`config.mk`:
```
export PLATFORM = sky130hd
export DESIGN_NAME = lnrv_exu_flush_ctrl
export DESIGN_NICKNAME = d
export VERILOG_FILES = /design/src/rtl/lnrv_exu_pkg.sv /design/src/rtl/lnrv_flush_tgt_gen.sv /design/src/rtl/lnrv_exu_flush_ctrl.sv
export SDC_FILE = /design/constraint.sdc
export NUM_CORES = 1
export LEC_CHECK = 0
export ABC_CLOCK_PERIOD_IN_PS = 5400
export CELL_PAD_IN_SITES_DETAIL_PLACEMENT = 1
export CELL_PAD_IN_SITES_GLOBAL_PLACEMENT = 1
export CORE_ASPECT_RATIO = 0.8
export CORE_MARGIN = 4
export CORE_UTILIZATION = 29
export CTS_CLUSTER_DIAMETER = 60
export CTS_CLUSTER_SIZE = 28
export DETAILED_ROUTE_END_ITERATION = 6
export MAX_ROUTING_LAYER = met4
export PLACE_DENSITY = 0.9
export SYNTH_ARGS = -nofsm -noshare
export SYNTH_HDL_FRONTEND = slang
export SYNTH_SLANG_ARGS = --single-unit
```
`constraint.sdc`:
```
create_clock -name clk -period 5.4 [get_ports clk]
set_input_delay 1.08 -clock clk [delete_from_list [all_inputs] [get_ports clk]]
set_output_delay 1.08 -clock clk [all_outputs]
set_load 0.01 [all_outputs]
```
`src/rtl/lnrv_exu_pkg.sv`:
```
// Shared EXU definitions: flush controller state encodings and redirect alignment mask.
package lnrv_exu_pkg;

  typedef enum logic [1:0] {
    FLUSH_IDLE  = 2'd0,
    FLUSH_REQ   = 2'd1,
    FLUSH_DRAIN = 2'd2
  } flush_state_e;

  // Redirect targets are halfword aligned; bit 0 is always cleared.
  localparam logic [31:0] FLUSH_PC_ALIGN_MASK = 32'hFFFF_FFFE;

endpackage

```
`src/rtl/lnrv_flush_tgt_gen.sv`:
```
// Redirect target generator: op1 + op2 (mod 2^32) with bit 0 cleared.
module lnrv_flush_tgt_gen
  import lnrv_exu_pkg::*;
(
  input  logic [31:0] op1,
  input  logic [31:0] op2,
  output logic [31:0] tgt
);

  logic [31:0] sum;

  assign sum = op1 + op2;
  assign tgt = sum & FLUSH_PC_ALIGN_MASK;

endmodule

```
`src/rtl/lnrv_exu_flush_ctrl.sv`:
```
// EXU flush controller: arbitrates exception/branch redirects, drives the IFU redirect and pipe_kill.
// Optional accepted-flush counter enabled with `define LNRV_FLUSH_CNT_EN.
module lnrv_exu_flush_ctrl
  import lnrv_exu_pkg::*;
#(
  parameter int unsigned DRAIN_CYC = 2,
  parameter int unsigned CNT_W     = 32
) (
  input  logic             clk,
  input  logic             reset,
  input  logic             excp_flush_req,
  output logic             excp_flush_ack,
  input  logic [31:0]      excp_pc_op1,
  input  logic [31:0]      excp_pc_op2,
  input  logic             bru_flush_req,
  output logic             bru_flush_ack,
  input  logic [31:0]      bru_pc_op1,
  input  logic [31:0]      bru_pc_op2,
  output logic             ifu_flush_vld,
  input  logic             ifu_flush_rdy,
  output logic [31:0]      ifu_flush_pc,
  output logic             pipe_kill,
  output logic             busy,
  output logic [CNT_W-1:0] flush_cnt
);

  localparam int unsigned DRAIN_W = 4;
  localparam logic [DRAIN_W-1:0] DRAIN_INIT = DRAIN_W'(DRAIN_CYC - 1);

  flush_state_e       state_q, state_d;
  logic               vld_q, vld_d;
  logic [31:0]        pc_q, pc_d;
  logic               kill_q, kill_d;
  logic [DRAIN_W-1:0] drain_q, drain_d;
  logic               idle;
  logic               accept;
  logic [31:0]        tgt_op1, tgt_op2, tgt_pc;

  assign idle           = (state_q == FLUSH_IDLE);
  assign excp_flush_ack = idle && excp_flush_req;
  assign bru_flush_ack  = idle && !excp_flush_req && bru_flush_req;
  assign accept         = excp_flush_ack || bru_flush_ack;

  // Single adder shared by both sources; the mux follows the ack priority.
  assign tgt_op1 = excp_flush_req ? excp_pc_op1 : bru_pc_op1;
  assign tgt_op2 = excp_flush_req ? excp_pc_op2 : bru_pc_op2;

  lnrv_flush_tgt_gen u_tgt_gen (
    .op1 (tgt_op1),
    .op2 (tgt_op2),
    .tgt (tgt_pc)
  );

  always_comb begin
    state_d = state_q;
    vld_d   = vld_q;
    pc_d    = pc_q;
    kill_d  = kill_q;
    drain_d = drain_q;
    unique case (state_q)
      FLUSH_IDLE: begin
        if (accept) begin
          pc_d    = tgt_pc;
          vld_d   = 1'b1;
          kill_d  = 1'b1;
          state_d = FLUSH_REQ;
        end
      end
      FLUSH_REQ: begin
        if (ifu_flush_rdy) begin
          vld_d   = 1'b0;
          drain_d = DRAIN_INIT;
          state_d = FLUSH_DRAIN;
        end
      end
      FLUSH_DRAIN: begin
        if (drain_q == '0) begin
          kill_d  = 1'b0;
          state_d = FLUSH_IDLE;
        end else begin
          drain_d = drain_q - DRAIN_W'(1);
        end
      end
      default: begin
        state_d = FLUSH_IDLE;
        vld_d   = 1'b0;
        kill_d  = 1'b0;
        drain_d = '0;
      end
    endcase
  end

  always_ff @(posedge clk) begin
    if (reset) begin
      state_q <= FLUSH_IDLE;
      vld_q   <= 1'b0;
      pc_q    <= '0;
      kill_q  <= 1'b0;
      drain_q <= '0;
    end else begin
      state_q <= state_d;
      vld_q   <= vld_d;
      pc_q    <= pc_d;
      kill_q  <= kill_d;
      drain_q <= drain_d;
    end
  end

  assign ifu_flush_vld = vld_q;
  assign ifu_flush_pc  = pc_q;
  assign pipe_kill     = kill_q;
  assign busy          = !idle;

`ifdef LNRV_FLUSH_CNT_EN
  logic [CNT_W-1:0] cnt_q;

  always_ff @(posedge clk) begin
    if (reset)       cnt_q <= '0;
    else if (accept) cnt_q <= cnt_q + CNT_W'(1);
  end

  assign flush_cnt = cnt_q;
`else
  assign flush_cnt = '0;
`endif

endmodule

```
* Word-level counts from Yosys, hierarchy flattened *
Cells that the tools add are included.

storage, ports and cells
  register bits after elaboration = 39
  input port bits = 133
  output and inout port bits = 69
  logic and storage cells = 43

operators by class
  add/subtract/negate cells = 2
  equal/unequal tests = 6
  mux-type cells = 14
  bitwise logic cells = 3
  reductions and logical operators = 13

operator list
  kind                   count
  $mux W32               2
  $add A32 B32 Y32       1
  $pmux W4 S3            1
  $reduce_and A3 Y1      4
  $mux W4                2
  $mux W2                3
  $ne A2 B2 Y1 const B   3
  $pmux W1 S3            2
  $pmux W2 S3            1
  $logic_not A4 Y1       1
  $sub A4 B1 Y4 const B  1
  $logic_and A1 B1 Y1    3
  $mux W1                3
  $not A1 Y1             3
  $eq A2 B1 Y1 const B   1
  $eq A2 B2 Y1 const B   1
  $logic_not A1 Y1       2
  $logic_not A2 Y1       1
  $ne A2 B1 Y1 const B   1
  $reduce_and A2 Y1      1
  $logic_or A1 B1 Y1     1

* Logic depth before layout (Yosys ltp) *
  depth in word-level cells = 6
  gate-level depth with buffers = 13
  gate-level depth less buffers = 11

* Hierarchy *
Synthesis repeated with hierarchy kept, for this count alone.

unflattened totals
  cells, all modules = 551
  area total of the unflattened synthesis = 4372.9 µm²

by module, submodules not included
  module               times used  cells each  area each (µm²)  sequential area each (µm²)
  lnrv_exu_flush_ctrl  1           306         2625.0           800.8
  lnrv_flush_tgt_gen   1           245         1747.9           0.0

* Worst setup path after synthesis *
No wires, ideal clock.

  kind = input port to flip-flop
  start point = input excp_flush_req
  end point = register pc_q[29] (netlist: ifu_flush_pc[29])
  setup time = 117 ps
  arrival = 4254 ps
  required time = 5283 ps
  path slack = 1029 ps
  stages = 11
  buffers on the path = 2
  cells stage by stage = clkbuf_1 clkbuf_1 mux2_2 ha_1 a21o_1 o41a_1 a211o_2 nand4_2 a21oi_2 or4_1 a32o_1

on the way
  cells in the longest elaborated chain, start to end = 5
  elaborated cells on any way between the ends = 9
  those cells by class = add/sub: 1; mux: 2; reduce/logical: 6

RTL lines
  element                                                   RTL line                    text
  from (decl)                                               lnrv_exu_flush_ctrl.sv:11   input logic excp_flush_req,
  branches (longest 5 deep; another with $add A32 B32 Y32)  -
  to (signal assigned)                                      lnrv_exu_flush_ctrl.sv:103  pc_q <= pc_d;
  to (decl)                                                 lnrv_exu_flush_ctrl.sv:32   logic [31:0] pc_q, pc_d;

Several ways; the timed one is not identified.
A chain may end at the register's enable or synchronous reset.

* Worst setup path in the final report *
Same ends and word-level chain as after synthesis.

==> impl_metrics.xml <==
<?xml version="1.0" encoding="UTF-8"?>
<metrics>
  <group name="min_path">
    <metric name="worstHoldPathType" unit="">reg2reg</metric>
    <metric name="worst_hold_path_cell_count" unit="">2</metric>
    <metric name="hold_path_end" unit="">ifu_flush_pc[3]</metric>
    <metric name="startpoint_of_the_tightest_hold_check_path" unit="">ifu_flush_pc[3]</metric>
  </group>
  <group name="timing">
    <metric name="slew_headroom" unit="%">49.2</metric>
    <metric name="clock-skew-final" unit="ns">0.00714</metric>
    <metric name="max_clock_freq" unit="MHz">243</metric>
    <metric name="tns" unit="ns">0</metric>
    <metric name="drv_slew" unit="">0</metric>
    <metric name="finish_stage_setup_viols" unit="">0</metric>
    <metric name="finalCritPeriodShare" unit="%">76.1</metric>
    <metric name="grt_setup_unrepaired" unit="">false</metric>
    <metric name="worst_slew_pin_slew" unit="ns">0.762</metric>
    <metric name="finalCriticalPeriod" unit="ns">4.11</metric>
    <metric name="final-hold-violation-count" unit="">0</metric>
  </group>
  <group name="critical_path">
    <metric name="reg2reg_setup_slack" unit="ns">3.10</metric>
    <metric name="path_class" unit="">in2reg</metric>
    <metric name="timing.reg2reg.worst_path_depth" unit="">7</metric>
    <metric name="worst_ep_arrival_time" unit="ns">4.27</metric>
    <metric name="cp_data_required_time" unit="ns">5.57</metric>
    <metric name="crit_path_end_kind" unit="">flip-flop</metric>
    <metric name="worst_r2r_startpoint" unit="">state_q[0]</metric>
    <metric name="critPathLaunchType" unit="">input pin</metric>
    <metric name="rr_endpoint" unit="">state_q[0]</metric>
    <metric name="critical_path_peak_fanout" unit="">27</metric>
  </group>
  <group name="clock_tree">
    <metric name="tritoncts" unit="">done</metric>
    <metric name="cts_buffers" unit="">5</metric>
    <metric name="tritoncts_num_sinks" unit="">39</metric>
    <metric name="cts-root-to-sink-buffers" unit="">2</metric>
    <metric name="cts_setup_buffers" unit="">0</metric>
    <metric name="cts-resized-gates" unit="">0</metric>
    <metric name="ctsHtreeMaxLevel" unit="">2</metric>
    <metric name="clkTransAtPathRegs" unit="ns">0.06</metric>
    <metric name="clock_tree.root_cell" unit="">sky130_fd_sc_hd__clkbuf_16</metric>
    <metric name="postCtsHoldBufs" unit="">0</metric>
    <metric name="clk-insertion-delay-late" unit="ns">0.28</metric>
  </group>
  <group name="floorplan">
    <metric name="fp.dieW" unit="um">142</metric>
    <metric name="io_pins" unit="">202</metric>
    <metric name="design.die.area" unit="mm^2">0.0164</metric>
    <metric name="core" unit="mm^2">0.0138</metric>
    <metric name="rows" unit="">38</metric>
    <metric name="dieHeight" unit="um">115</metric>
    <metric name="initial_utilization" unit="%">30.2</metric>
  </group>
  <group name="layout">
    <metric name="area_delta_synth_final" unit="%">45.2</metric>
    <metric name="layout-drive-gt1-share" unit="%">12.0</metric>
    <metric name="finalNetCount" unit="">852</metric>
    <metric name="utilization" unit="%">43.9</metric>
    <metric name="antennaDiodeCount" unit="">0</metric>
    <metric name="final.fill_count" unit="">1674</metric>
  </group>
  <group name="global_routing">
    <metric name="grt_first_pass_wirelength" unit="um">24000</metric>
    <metric name="antenna_found_initial" unit="">0</metric>
    <metric name="track_usage" unit="%">18.3</metric>
    <metric name="grt_pass1_vias" unit="">4835</metric>
    <metric name="maximum_number_of_pins_on_one_net_before_global_route_repair" unit="">45</metric>
    <metric name="global_route.overflow_total" unit="">0</metric>
  </group>
  <group name="yosys">
    <metric name="postSynthCellCount" unit="">526</metric>
    <metric name="yosys_most_used_dff" unit="">sky130_fd_sc_hd__dfxtp_1</metric>
    <metric name="synth.most_common_cell" unit="">sky130_fd_sc_hd__mux2_2</metric>
    <metric name="synth_enable_flop_cells" unit="">0</metric>
    <metric name="synth_seq_area_share" unit="%">18.7</metric>
    <metric name="async_reset_ff_share" unit="%">0</metric>
    <metric name="ys_top_cells_by_area" unit="">sky130_fd_sc_hd__dfxtp_1 (19%), sky130_fd_sc_hd__mux2_2 (16%), sky130_fd_sc_hd__ha_1 (11%)</metric>
    <metric name="area_of_the_mapped_netlist" unit="mm^2">0.00417</metric>
    <metric name="yosys_register_bits" unit="">39</metric>
    <metric name="synth_largest_type_area_fraction" unit="%">18.7</metric>
    <metric name="synthTopCellsByCount" unit="">sky130_fd_sc_hd__mux2_2 (60), sky130_fd_sc_hd__nand2_1 (55), sky130_fd_sc_hd__a21oi_1 (54)</metric>
    <metric name="synth_area_leader_cell" unit="">sky130_fd_sc_hd__dfxtp_1</metric>
    <metric name="synth_cell_types" unit="">58</metric>
    <metric name="postSynthAreaPerCell" unit="um^2">7.92</metric>
    <metric name="ys.warnings.count" unit="">0</metric>
  </group>
  <group name="detailed_routing">
    <metric name="via_count" unit="">4442</metric>
    <metric name="drc" unit="">0</metric>
    <metric name="detail_route.first_pass.iterations" unit="">4</metric>
    <metric name="routed_antenna_nets" unit="">0</metric>
    <metric name="postRouteWirelength" unit="um">15100</metric>
    <metric name="detailedRoute.firstIterationViolations" unit="">208</metric>
    <metric name="vias_per_cell" unit="">5.15</metric>
    <metric name="drt-wirelength-per-cell" unit="um">17.5</metric>
  </group>
  <group name="placed_design">
    <metric name="gpl.final_weighted_congestion" unit="">0.886</metric>
    <metric name="numPortBuffers" unit="">168</metric>
    <metric name="place.detailed.hpwl" unit="um">12600</metric>
  </group>
  <group name="status">
    <metric name="run_status" unit="">completed</metric>
  </group>
  <group name="power_and_ir_drop">
    <metric name="p_leak" unit="nW">2.37</metric>
    <metric name="powerDensity" unit="mW/mm^2">298</metric>
    <metric name="finalPower" unit="mW">1.80</metric>
    <metric name="power.ir.vdd_worst" unit="uV">174</metric>
  </group>
  <group name="run">
    <metric name="maxCapViolCount" unit="">0</metric>
  </group>
</metrics>
## registers in the layout, summed over array words and instances (netlist names)
signal         cells
ifu_flush_vld      1
pipe_kill          1
drain_q            4
ifu_flush_pc      31
state_q            2
## area by class of cell
type | count | area, um^2 | area share (%)
Inverter | 10 | 37.5 | 0.621
Tap cell | 180 | 225 | 3.72
Sequential cell | 39 | 781 | 12.9
Timing Repair Buffer | 174 | 1720 | 28.5
Clock inverter | 1 | 5.00 | 0.0827
Clock buffer | 6 | 139 | 2.30
Multi-Input combinational cell | 453 | 3140 | 51.9
## where the power goes
| group | internal (mW) | switching, mW | total (mW) |
|---|---|---|---|
| logic | 0.507 | 0.566 | 1.07 |
| registers | 0.376 | 0.0517 | 0.428 |
| clock network | 0.181 | 0.120 | 0.301 |
## cells by family after synthesis
family / count (synthesis) / share of synthesized area (%)
flip-flops: 39 / 18.7
XOR/XNOR: 20 / 4.21
buffers and inverters: 66 / 8.92
multiplexers: 61 / 16.5
AO/OA/AOI/OAI: 151 / 22.9
other: 1 / 0.0900
adder cells (fa/ha/maj): 36 / 11.0
AND/OR/NAND/NOR: 152 / 17.7
## stage by stage
step | cell area, um^2 | hold WS [ns] | setup slack, ns | std cells
2_1_floorplan | 4290 | 0.463 | 1.03 | 558
3_3_place_gp | 5900 | 0.440 | 1.17 | 856
3_5_place_dp | 5900 | 0.454 | 1.02 | 856
4_1_cts | 6050 | 0.461 | 1.31 | 863
5_1_grt | 6050 | 0.484 | 1.10 | 863
6_report | 6050 | 0.460 | 1.29 | 863
## per-layer routing
metal / wire length (um) / global-route usage [%]
met5: 0 / -
met4: 106 / 2.62
met3: 791 / 3.28
met2: 7460 / 31.4
met1: 6760 / 23.1
## critical path: stages
cell and delay, ns:
sky130_fd_sc_hd__buf_2 0.25, sky130_fd_sc_hd__buf_4 0.38, sky130_fd_sc_hd__mux2_2 0.38, sky130_fd_sc_hd__ha_1 0.36, sky130_fd_sc_hd__a21oi_1 0.22, sky130_fd_sc_hd__o21ai_0 0.11, sky130_fd_sc_hd__o21bai_1 0.17, sky130_fd_sc_hd__a211o_2 0.37
sky130_fd_sc_hd__nand4_2 0.13, sky130_fd_sc_hd__a21oi_2 0.07, sky130_fd_sc_hd__or4_1 0.46, sky130_fd_sc_hd__a32o_1 0.26
## placed cells by master (no fill, tap or decap), types with 3 or more instances in the layout
cell / count
sky130_fd_sc_hd__a21oi_1: 54
sky130_fd_sc_hd__nor3b_1: 3
sky130_fd_sc_hd__buf_4: 6
sky130_fd_sc_hd__nand2_1: 55
sky130_fd_sc_hd__o211ai_1: 7
sky130_fd_sc_hd__nand4_1: 5
sky130_fd_sc_hd__ha_1: 35
sky130_fd_sc_hd__o21ai_0: 28
sky130_fd_sc_hd__xor2_1: 5
sky130_fd_sc_hd__o21bai_1: 6
sky130_fd_sc_hd__clkbuf_16: 5
sky130_fd_sc_hd__nor3_1: 12
sky130_fd_sc_hd__or3_1: 3
sky130_fd_sc_hd__mux2_2: 60
sky130_fd_sc_hd__nand3b_1: 12
sky130_fd_sc_hd__xnor2_1: 15
sky130_fd_sc_hd__clkdlybuf4s50_1: 167
sky130_fd_sc_hd__nor2_1: 33
sky130_fd_sc_hd__and3_1: 4
sky130_fd_sc_hd__nor2b_1: 5
sky130_fd_sc_hd__o21a_1: 7
sky130_fd_sc_hd__inv_1: 10
sky130_fd_sc_hd__dfxtp_1: 39
sky130_fd_sc_hd__conb_1: 33
sky130_fd_sc_hd__nand3_1: 8
sky130_fd_sc_hd__a21boi_0: 4
sky130_fd_sc_hd__a21o_1: 11
sky130_fd_sc_hd__o31ai_1: 3
sky130_fd_sc_hd__a211oi_1: 5
## worst max-delay path by stage
| stage | startpoint | to | slack, ns | cells past startpoint |
|---|---|---|---|---|
| after floorplan | excp_flush_req | ifu_flush_pc[29] | 1.03 | 11 |
| after global placement | excp_flush_req | ifu_flush_pc[29] | 1.17 | 12 |
| after detailed placement | excp_flush_req | ifu_flush_pc[29] | 1.02 | 12 |
| after CTS | excp_flush_req | ifu_flush_pc[29] | 1.31 | 12 |
| after global routing | excp_flush_req | ifu_flush_pc[29] | 1.10 | 12 |
| final | excp_flush_req | ifu_flush_pc[29] | 1.29 | 12 |
Note: power is estimated with default switching activity, not from simulation.
==> edit (same flow settings) <==
The parameter `CNT_W` goes from 32 to 48.
--- a/src/rtl/lnrv_exu_flush_ctrl.sv
+++ b/src/rtl/lnrv_exu_flush_ctrl.sv
@@ -5,5 +5,5 @@
 #(
   parameter int unsigned DRAIN_CYC = 2,
-  parameter int unsigned CNT_W     = 32
+  parameter int unsigned CNT_W     = 48
 ) (
   input  logic             clk,
Ports: changed (resized flush_cnt); port bits go from 202 to 218. No check against the original RTL was run, so the function may have changed too.
==> edit against the original RTL <==
  * Setup slack got worse by 0.19 ns
  * Area after synthesis increased by 2.9%
  * Cell area increased by 1.0%
  * Largest cell class unchanged
  * Clock power increased by 9.0%
  * Routed wire length decreased by 5.8%
  * Worst hold slack got worse by 0.0086 ns
  * Sequential share of layout area decreased by 0.13 points
  * Via count decreased by 1.8%
  * Total power increased by 0.59%
  * Sequential cell count unchanged
  * Die area increased by 2.7%
  * Count of clock-buffer cells in the layout increased by 1
==> edit: results (changes against the original RTL) <==
- Total track usage: 16.5% (-1.8 points)
- Share of cells above drive strength 1: 11.7% (-0.26 points)
- Largest net degree at the start of global routing: 45 (unchanged)
- Worst Tran Pin Value: 1.22 ns (+0.463 ns)
- Initial DRT Pass Iterations: 4 (unchanged)
- Crit-path max cell delay: 0.49 ns (+0.03 ns)
- Via count: 4,364 (-1.8%)
- Status: complete, no violations
- Clock power frac: 18.1% (+1.4 points)
- R2R setup slack: 3.12 ns (+0.02 ns)
- # fillers: 1,757 (+5.0%)
- Critical path arrival: 4.48 ns (+0.21 ns)
- Sequential fraction of the synthesis area: 18.2% (-0.53 points)
- Hold WC Path Type: flip-flop to flip-flop
- Synth area leaders: dfxtp_1 (18%), mux2_2 (16%), ha_1 (10%)
- Post-synthesis compound-gate area fraction: 22.2% (-0.64 points)
- Fin. max-slew vios: 0 (unchanged)
- Vias in the first global route: 4,347 (-10%)
- Detail Placement HPWL: 11,700 um (-6.9%)
- Largest register FFs: 31 (unchanged)
- Post-synthesis xor/xnor area fraction: 4.09% (-0.12 points)
- Leakage: 2.41 nW (+1.9%)
- Multiplexer share of the synthesized area: 16.0% (-0.46 points)
- Seq. pwr: 0.421 mW (-2%)
- Crit Path Max Fanout: 28 (+3.7%)
- Maximum VDD drop: 116 uV (-33%)
- Switching Power: 0.733 mW (-0.65%)
- Top post-synthesis cells by count: mux2_2 (60), nand2_1 (55), a21oi_1 (54)
- WL final: 14,200 um (-5.8%)
- Adder-cell share of the synthesized area: 10.7% (-0.31 points)
- Final nets: 866 (+1.6%)
- Clock skew: 0.00428 ns (-0.00286 ns)
- RD Place Congestion: 0.815 (-8.0%)
- First-pass GRT wire length: 21,900 um (-8.8%)
- Post-synthesis async set-or-reset flop share: 0% (unchanged)
- DR iter-0 viols: 165 (-21%)
edit: cell types whose count changed after synthesis:
| cell | delta |
|---|---|
| buf_4 | +16 |
edit: final cells by class:
class / count / area share (%)
clock buffer: 7 / 2.50
multi-input combinational: 469 / 52.4
clock inverter: 1 / 0.123
tap: 184 / 3.77
inverter: 10 / 0.614
timing repair buffer: 172 / 27.9
sequential: 39 / 12.8
edit: worst paths after layout:
check,startpoint,cells past startpoint,to
setup / recovery,excp_flush_req,12,ifu_flush_pc[29]
hold / removal,ifu_flush_pc[9],2,ifu_flush_pc[9]
setup reg to reg,state_q[1],7,ifu_flush_pc[29]
hold reg to reg,ifu_flush_pc[9],2,ifu_flush_pc[9]
edit: per-stage QoR:
step | total power, mW | hold slack [ns] | area (um2) | std cells | setup slack, ns
2_1_floorplan | 1.06 | 0.463 | 4470 | 590 | 1.03
3_3_place_gp | 1.47 | 0.441 | 5950 | 874 | 0.905
3_5_place_dp | 1.49 | 0.446 | 5950 | 874 | 0.765
4_1_cts | 1.83 | 0.456 | 6110 | 882 | 1.08
5_1_grt | 1.95 | 0.466 | 6110 | 882 | 0.904
6_report | 1.81 | 0.451 | 6110 | 882 | 1.10
edit: kinds of logic (layout without fill, tap and decap cells):
logic type | count (synthesis) | in the layout
AOI/OAI and AO/OA | 151 | 151
xor gates and xnor gates | 20 | 20
adders and majority gates | 36 | 36
buffers and inverters | 82 | 190
DFF | 39 | 39
muxes | 61 | 61
other | 1 | 49
and+or+nand+nor | 152 | 152
edit: per-layer routing:
metal  up-vias  GRT usage (%)  wire length [um]
met1      2057           22.5              6860
met2       120           26.2              6550
met3        10           2.99               732
met4         0           2.70                95
met5         -              -                 0
li1       2177              -                 -
